===== src/rtl/instruction_fetch_unit.sv =====
// Instruction fetch unit: owns the fetch PC, holds each address for RD_LATENCY
// cycles, queues {pc, word} pairs and hands them to decode over valid/ready.
module instruction_fetch_unit #(
  parameter int RD_LATENCY = 2,
  parameter int FIFO_DEPTH = 2
) (
  input  logic        CLK,
  input  logic        resetl,
  input  logic [63:0] startpc,
  output logic [63:0] imem_addr,
  input  logic [31:0] imem_data,
  input  logic        redirect_valid,
  input  logic [63:0] redirect_pc,
  output logic        inst_valid,
  output logic [31:0] inst_data,
  output logic [63:0] inst_pc,
  input  logic        inst_ready,
  output logic        fetch_busy
);

  localparam int AW = (FIFO_DEPTH > 1) ? $clog2(FIFO_DEPTH) : 1;
  localparam int CW = AW + 1;
  localparam logic [3:0]    LAST     = 4'(RD_LATENCY - 1);
  localparam logic [CW-1:0] FULL_CNT = CW'(FIFO_DEPTH);

  typedef enum logic [1:0] {START, WAIT, STALL} state_t;

  state_t        state;
  logic [63:0]   pc;
  logic [3:0]    cnt;
  logic [63:0]   q_pc   [FIFO_DEPTH];
  logic [31:0]   q_data [FIFO_DEPTH];
  logic [AW-1:0] rd_ptr;
  logic [AW-1:0] wr_ptr;
  logic [CW-1:0] count;

  logic          full;
  logic          pop;
  logic          sample;
  logic          push;
  logic [CW-1:0] remain;
  logic [CW-1:0] count_next;
  logic [AW-1:0] rd_ptr_next;
  logic          unused_align;

  // Fetch addresses are word aligned; the low two target bits are dropped.
  assign unused_align = ^{startpc[1:0], redirect_pc[1:0]};

  assign imem_addr   = pc;
  assign full        = (count == FULL_CNT);
  assign pop         = inst_valid && inst_ready;
  assign sample      = (state == STALL) || ((state == WAIT) && (cnt == LAST));
  assign push        = sample && (!full || pop);
  assign remain      = count - CW'(pop);
  assign count_next  = remain + CW'(push);
  assign rd_ptr_next = rd_ptr + AW'(pop);

  always_ff @(posedge CLK or negedge resetl) begin
    if (!resetl) begin
      state      <= START;
      pc         <= '0;
      cnt        <= '0;
      rd_ptr     <= '0;
      wr_ptr     <= '0;
      count      <= '0;
      inst_valid <= 1'b0;
      inst_data  <= '0;
      inst_pc    <= '0;
      fetch_busy <= 1'b0;
    end else if (redirect_valid) begin
      state      <= WAIT;
      pc         <= {redirect_pc[63:2], 2'b00};
      cnt        <= '0;
      rd_ptr     <= '0;
      wr_ptr     <= '0;
      count      <= '0;
      inst_valid <= 1'b0;
      fetch_busy <= 1'b1;
    end else begin
      case (state)
        START: begin
          pc         <= {startpc[63:2], 2'b00};
          cnt        <= '0;
          state      <= WAIT;
          fetch_busy <= 1'b1;
        end
        WAIT: begin
          if (cnt != LAST) begin
            cnt <= cnt + 4'd1;
          end else if (push) begin
            pc  <= pc + 64'd4;
            cnt <= '0;
          end else begin
            state <= STALL;
          end
        end
        STALL: begin
          if (push) begin
            pc    <= pc + 64'd4;
            cnt   <= '0;
            state <= WAIT;
          end
        end
        default: state <= START;
      endcase

      if (push) wr_ptr <= wr_ptr + AW'(1);
      rd_ptr     <= rd_ptr_next;
      count      <= count_next;
      inst_valid <= (count_next != '0);
      // Head register: the word being pushed becomes head when nothing older remains.
      if (count_next != '0) begin
        if (remain == '0) begin
          inst_pc   <= pc;
          inst_data <= imem_data;
        end else begin
          inst_pc   <= q_pc[rd_ptr_next];
          inst_data <= q_data[rd_ptr_next];
        end
      end
    end
  end

  always_ff @(posedge CLK) begin
    if (resetl && push && !redirect_valid) begin
      q_pc[wr_ptr]   <= pc;
      q_data[wr_ptr] <= imem_data;
    end
  end

  assert property (@(posedge CLK) disable iff (!resetl) pop |-> (count != '0));
  assert property (@(posedge CLK) disable iff (!resetl) push |-> (!full || pop));

endmodule

===== config.mk =====
export PLATFORM = sky130hd
export DESIGN_NAME = instruction_fetch_unit
export DESIGN_NICKNAME = d
export VERILOG_FILES = /design/src/rtl/instruction_fetch_unit.sv
export SDC_FILE = /design/constraint.sdc
export NUM_CORES = 1
export LEC_CHECK = 0
export CELL_PAD_IN_SITES_DETAIL_PLACEMENT = 0
export CELL_PAD_IN_SITES_GLOBAL_PLACEMENT = 1
export CORE_ASPECT_RATIO = 0.5
export CORE_MARGIN = 2
export CORE_UTILIZATION = 44
export DETAILED_ROUTE_END_ITERATION = 7
export PLACE_DENSITY_LB_ADDON = 0.1
export SYNTH_ARGS = -nofsm -noshare
export SYNTH_HDL_FRONTEND = slang
export SYNTH_SLANG_ARGS = --single-unit

===== constraint.sdc =====
create_clock -name CLK -period 22.5 [get_ports CLK]
set_clock_uncertainty 0.1 [all_clocks]
set_input_delay 4.5 -clock CLK [delete_from_list [all_inputs] [get_ports CLK]]
set_output_delay 4.5 -clock CLK [all_outputs]
set_load 0.02 [all_outputs]

After elaboration in Yosys (flattened, before gate mapping)
Memory sizes are Yosys's and may differ from the RTL's.
Index checks and enable logic that the tools add are counted.
- bits of input ports: 164
- logic and storage cells: 69
- bits in writable memories: 192
- memories: 2
- register bits after elaboration: 172
- bitwise operators: 1
- mux-type cells: 24
- add/sub/neg operators: 6
- eq/ne operators: 8
- reduce and logical (&&, ||, !) cells: 18
- memories (memory ; words ; bits a word ; read ports ; clocked after Yosys merged registers in ; wr ports ; RTL line ; RTL):
    q_pc ; 2 ; 64 ; 1 ; 0 ; 1 ; 31 ; logic [63:0] q_pc [FIFO_DEPTH];
    q_data ; 2 ; 32 ; 1 ; 0 ; 1 ; 32 ; logic [31:0] q_data [FIFO_DEPTH];
- operators with widths (operator ; number):
    64-bit two-way mux ; 4
    64-bit case mux with 3 select lines ; 1
    64-bit by 3-bit adder with 64-bit output (second input constant) ; 1
    32-bit two-way mux ; 1
    4-bit two-way mux ; 3
    4-bit case mux with 3 select lines ; 1
    2-bit two-way mux ; 5
    3-bit != test (second input constant) ; 3
    1-bit two-way mux ; 8
    2-bit case mux with 3 select lines ; 1
    2-bit nonzero test ; 3
    1-bit logical AND ; 5
    4-bit by 1-bit adder with 4-bit output (second input constant) ; 1
    2-bit equality test (second input constant) ; 2
    4-bit by 1-bit equality test with 1-bit output (second input constant) ; 1
    2-bit logical NOT ; 2
    4-bit by 1-bit != test with 1-bit output (second input constant) ; 1
    2-bit AND reduction ; 2
    4-bit nonzero test ; 1
    3-bit AND reduction ; 1
    2-bit by 1-bit adder with 2-bit output ; 1
    2-bit by 1-bit equality test with 1-bit output (second input constant) ; 1
    1-bit logical NOT ; 2
    1-bit logical OR ; 2
    other kinds (4) ; 4

Longest topological paths before layout
- word-level depth: 8
- mapped depth: 14
- depth with buffers taken out: 11

Worst setup path before layout
Ideal clock, no wire load.
- path kind: input port to flip-flop
- start: input redirect_valid
- end: memory q_data[0][0], enable pin
- stages on the path: 4
- buffers on the path: 3
- required time: 21621 ps
- data arrival time: 14056 ps
- path slack: 7565 ps
- library setup time: 779 ps
- cells stage by stage: clkbuf_1 -> clkbuf_1 -> buf_1 -> nor4bb_1
- longest elaborated chain between the ends: 4
- RTL lines (element ; RTL line ; RTL):
    start, declared ; 12 ; input logic redirect_valid,
    1-bit logical NOT ; 125 ; if (resetl && push && !redirect_valid) begin
    1-bit logical AND ; 125 ;
    1-bit two-way mux ; 125 ;
    1-bit two-way mux (not written as such) ; 127 ; q_data[wr_ptr] <= imem_data;
    end, declared ; 32 ;
No other way between the ends.

Final worst setup path
- start: input inst_ready
- end: memory q_data[0][25], enable pin
- longest elaborated chain between the ends: 7
- RTL lines (element ; RTL line ; RTL):
    start, declared ; 17 ; input logic inst_ready,
    1-bit logical AND ; 51 ; assign pop = inst_valid && inst_ready;
    1-bit logical OR ; 53 ; assign push = sample && (!full || pop);
    1-bit logical AND ; 53 ;
    1-bit logical AND (2 in series) ; 125 ;
    1-bit two-way mux ; 125 ;
    1-bit two-way mux (not written as such) ; 127 ;
No other way between the ends.

==> flow_summary.ini <==
[outcome]
status = finished clean

[global_route]
grt_pass1_vias = 12877
grt_usage_pct = 24.89
grt_overflow = 0
grt_max_degree = 115
antenna_found_initial = 2
grt_pass1_wl_um = 76130

[pwr]
power_density_nw_per_um2 = 154.6
sw_frac_of_total_pct = 43.84
p_sw_mw = 1.440
p_int_mw = 1.844
power.leakage_nw = 8.275
sequentialPowerShare_pct = 33.8
finalPower_mw = 3.284
clkPwrFrac_pct = 18.5
power_frac_comb_pct = 47.7
max-vdd-ir-drop_mv = 0.2057

[worst_setup_path]
cp_max_fo = 56
worst-endpoint-required_ns = 22.55
endpoint_kind = flip-flop
arrival_ns = 8.01
critPathLaunchType = primary input
critPathKind = in2reg

[detailed_routing]
detailedRoute.firstPassIterationCount = 6
ant_nets = 0
wl_per_cell_um = 21.26
vias = 13243
drt_drc_violations_left = 0
viasPerCell = 5.674
wirelength_um = 49610
drt-initial-drc-count = 1144

[die]
dieArea_sq_um = 39300
die_w_um = 278.3
rows = 50
die_h_um = 141.2
fp.coreArea_sq_um = 37220
start_util_pct = 44.48
pin_count = 326

[run]
drv_cap = 0

[yosys]
ys_seq_area_share_pct = 59.48
netlist_instances = 1551
synth-main-ff-cell = edfxtp_1
ys_warn_count = 0
yosysUniqueCellTypes = 77
ys_ff_latch = 356
syn_area_per_cell_sq_um = 10.68
synth_edf_count = 188
syn_area_sq_um = 16560
synthArstFlopShare_pct = 47.19

[clock_tree]
post_cts_buffers = 0
clk_pin_slew_worst_paths_ns = 0.06
insertion_delay_ns = 0.52
cts-buffers-inserted = 35
holdBufCountCts = 0
clock-root-buffer = clkbuf_16
cts_buffer_depth = 3
cts_resized = 0
clkSinkCount = 356
cts_tree = built
cts_htree_levels = 2

[cells_and_area]
fin_area_sq_um = 21240
final_common_cell = clkdlybuf4s50_1
fillers = 3165
final_cell_mix = clkdlybuf4s50_1 (315), nand2_1 (262), o21ai_0 (257), edfxtp_1 (188), dfrtp_1 (168)
drive_above_1_share_pct = 5.495
synthToLayoutAreaGrowth_pct = 28.30
fin_nets = 1985

[sta]
grt_setup_unrepaired = false
hold_viol_final = 0
layout_min_cycle_time_ns = 7.958
finalMaxSlewViolations = 0
tns_ns = 0
finalCritPeriodShare_pct = 35.37
fmax_ghz = 0.1257
tightest_slew_ns = 1.163
setup_viol = 0
relSlewSlack_pct = 21.89

[place]
dpl_cell_area_sq_um = 20070
gp_congestion = 0.8631
hpwl_um = 31890
portBuffers = 317

[min_path]
min_path_type = reg2reg
state kept, by name (all words and copies together) (netlist names):
| register | count |
|---|---|
| rd_ptr | 1 |
| inst_valid | 1 |
| inst_pc | 62 |
| count | 2 |
| fetch_busy | 1 |
| q_pc | 124 |
| q_data | 64 |
| cnt | 4 |
| inst_data | 32 |
| state | 2 |
| imem_addr | 62 |
| wr_ptr | 1 |
layout make-up:
class | count | area (sq um) | share of cell area, %
Sequential cell | 356 | 9849 | 46.36
Multi-Input combinational cell | 1063 | 6221 | 29.28
Clock buffer | 41 | 940.9 | 4.429
Timing Repair Buffer | 334 | 3302 | 15.54
Inverter | 22 | 82.58 | 0.3887
Tap cell | 494 | 618.1 | 2.909
Antenna cell | 2 | 5.005 | 0.02356
Clock inverter | 22 | 225.2 | 1.060
synth_stat cells (8+ instances only):
cell type | n | area (sq um)
a211oi_1 | 17 | 127.6
a21oi_1 | 52 | 260.3
a22oi_1 | 8 | 60.06
and3_1 | 19 | 118.9
buf_2 | 8 | 40.04
clkbuf_1 | 91 | 341.6
dfrtp_1 | 168 | 4204
edfxtp_1 | 188 | 5645
ha_1 | 9 | 112.6
inv_1 | 22 | 82.58
mux2i_1 | 101 | 1011
nand2_1 | 262 | 983.4
nand3_1 | 29 | 145.1
nand4_1 | 18 | 112.6
nor2_1 | 68 | 255.2
nor3_1 | 19 | 95.09
nor4_1 | 19 | 118.9
o211ai_1 | 10 | 75.07
o21ai_0 | 257 | 1286
o22ai_1 | 8 | 50.05
o2bb2ai_1 | 8 | 70.07
xnor2_1 | 11 | 96.34
xor2_1 | 8 | 70.07
final timing paths:
| kind | from | endpoint | slack, ns | cells after the start |
|---|---|---|---|---|
| worst min-delay path | inst_pc[4] | inst_pc[4] | 0.38 | 2 |
| max in group asynchronous | resetl | inst_pc[62] | 16.50 | 3 |
| worst min register to register | inst_pc[4] | inst_pc[4] | 0.38 | 2 |
| worst max-delay path | inst_ready | q_data[0][25] | 14.54 | 7 |
| worst max register to register | cnt[0] | q_data[0][25] | 18.28 | 7 |
| min in group asynchronous | resetl | inst_pc[45] | 3.90 | 1 |
worst max-delay path, cell delays in order:
cell and delay, ns:
clkdlybuf4s50_1 0.45, nand2_1 0.23, and2_1 0.26, nor2_1 0.29, nor4bb_4 0.92, buf_4 0.54, buf_4 0.71
per-layer routing:
layer  share of wire (%)  GRT usage, %  wire length (um)
met2                  47         40.21             23420
met3                 5.6         3.994              2755
met1                  45         34.77             22180
met5                   0             0                 0
met4                 2.5         7.653              1259
cells by family (layout without fill, tap and decap cells):
kind of cell	Yosys count	count (layout)	synth area share (%)
xor+xnor	19	19	1.005
simple gates	493	493	13.88
compound gates	437	437	15.54
flops	356	356	59.48
buf+inv	135	419	3.279
fa+ha+maj	9	9	0.6801
mux	101	101	6.105
other cells	1	6	0.02265
power groups by stage:
stage | combinational (mW) | clock (mW) | sequential, mW
2_1_floorplan | 0.843 | 0 | 1.21
3_3_place_gp | 1.55 | 0 | 1.11
3_5_place_dp | 1.57 | 0 | 1.12
4_1_cts | 1.58 | 0.620 | 1.11
5_1_grt | 1.73 | 0.649 | 1.14
6_report | 1.57 | 0.606 | 1.11
stage by stage:
step	setup slack, ns	hold slack (ns)	utilization [%]	cells
2_1_floorplan	7.565	0.4084	-	1554
4_1_cts	14.56	0.3837	57.06	2332
5_1_grt	14.23	0.4077	57.07	2334
6_report	14.54	0.3787	57.07	2334
3_3_place_gp	13.99	0.3614	53.93	2269
3_5_place_dp	14.02	0.3691	53.93	2269
Note: power is estimated with default switching activity, not from simulation.
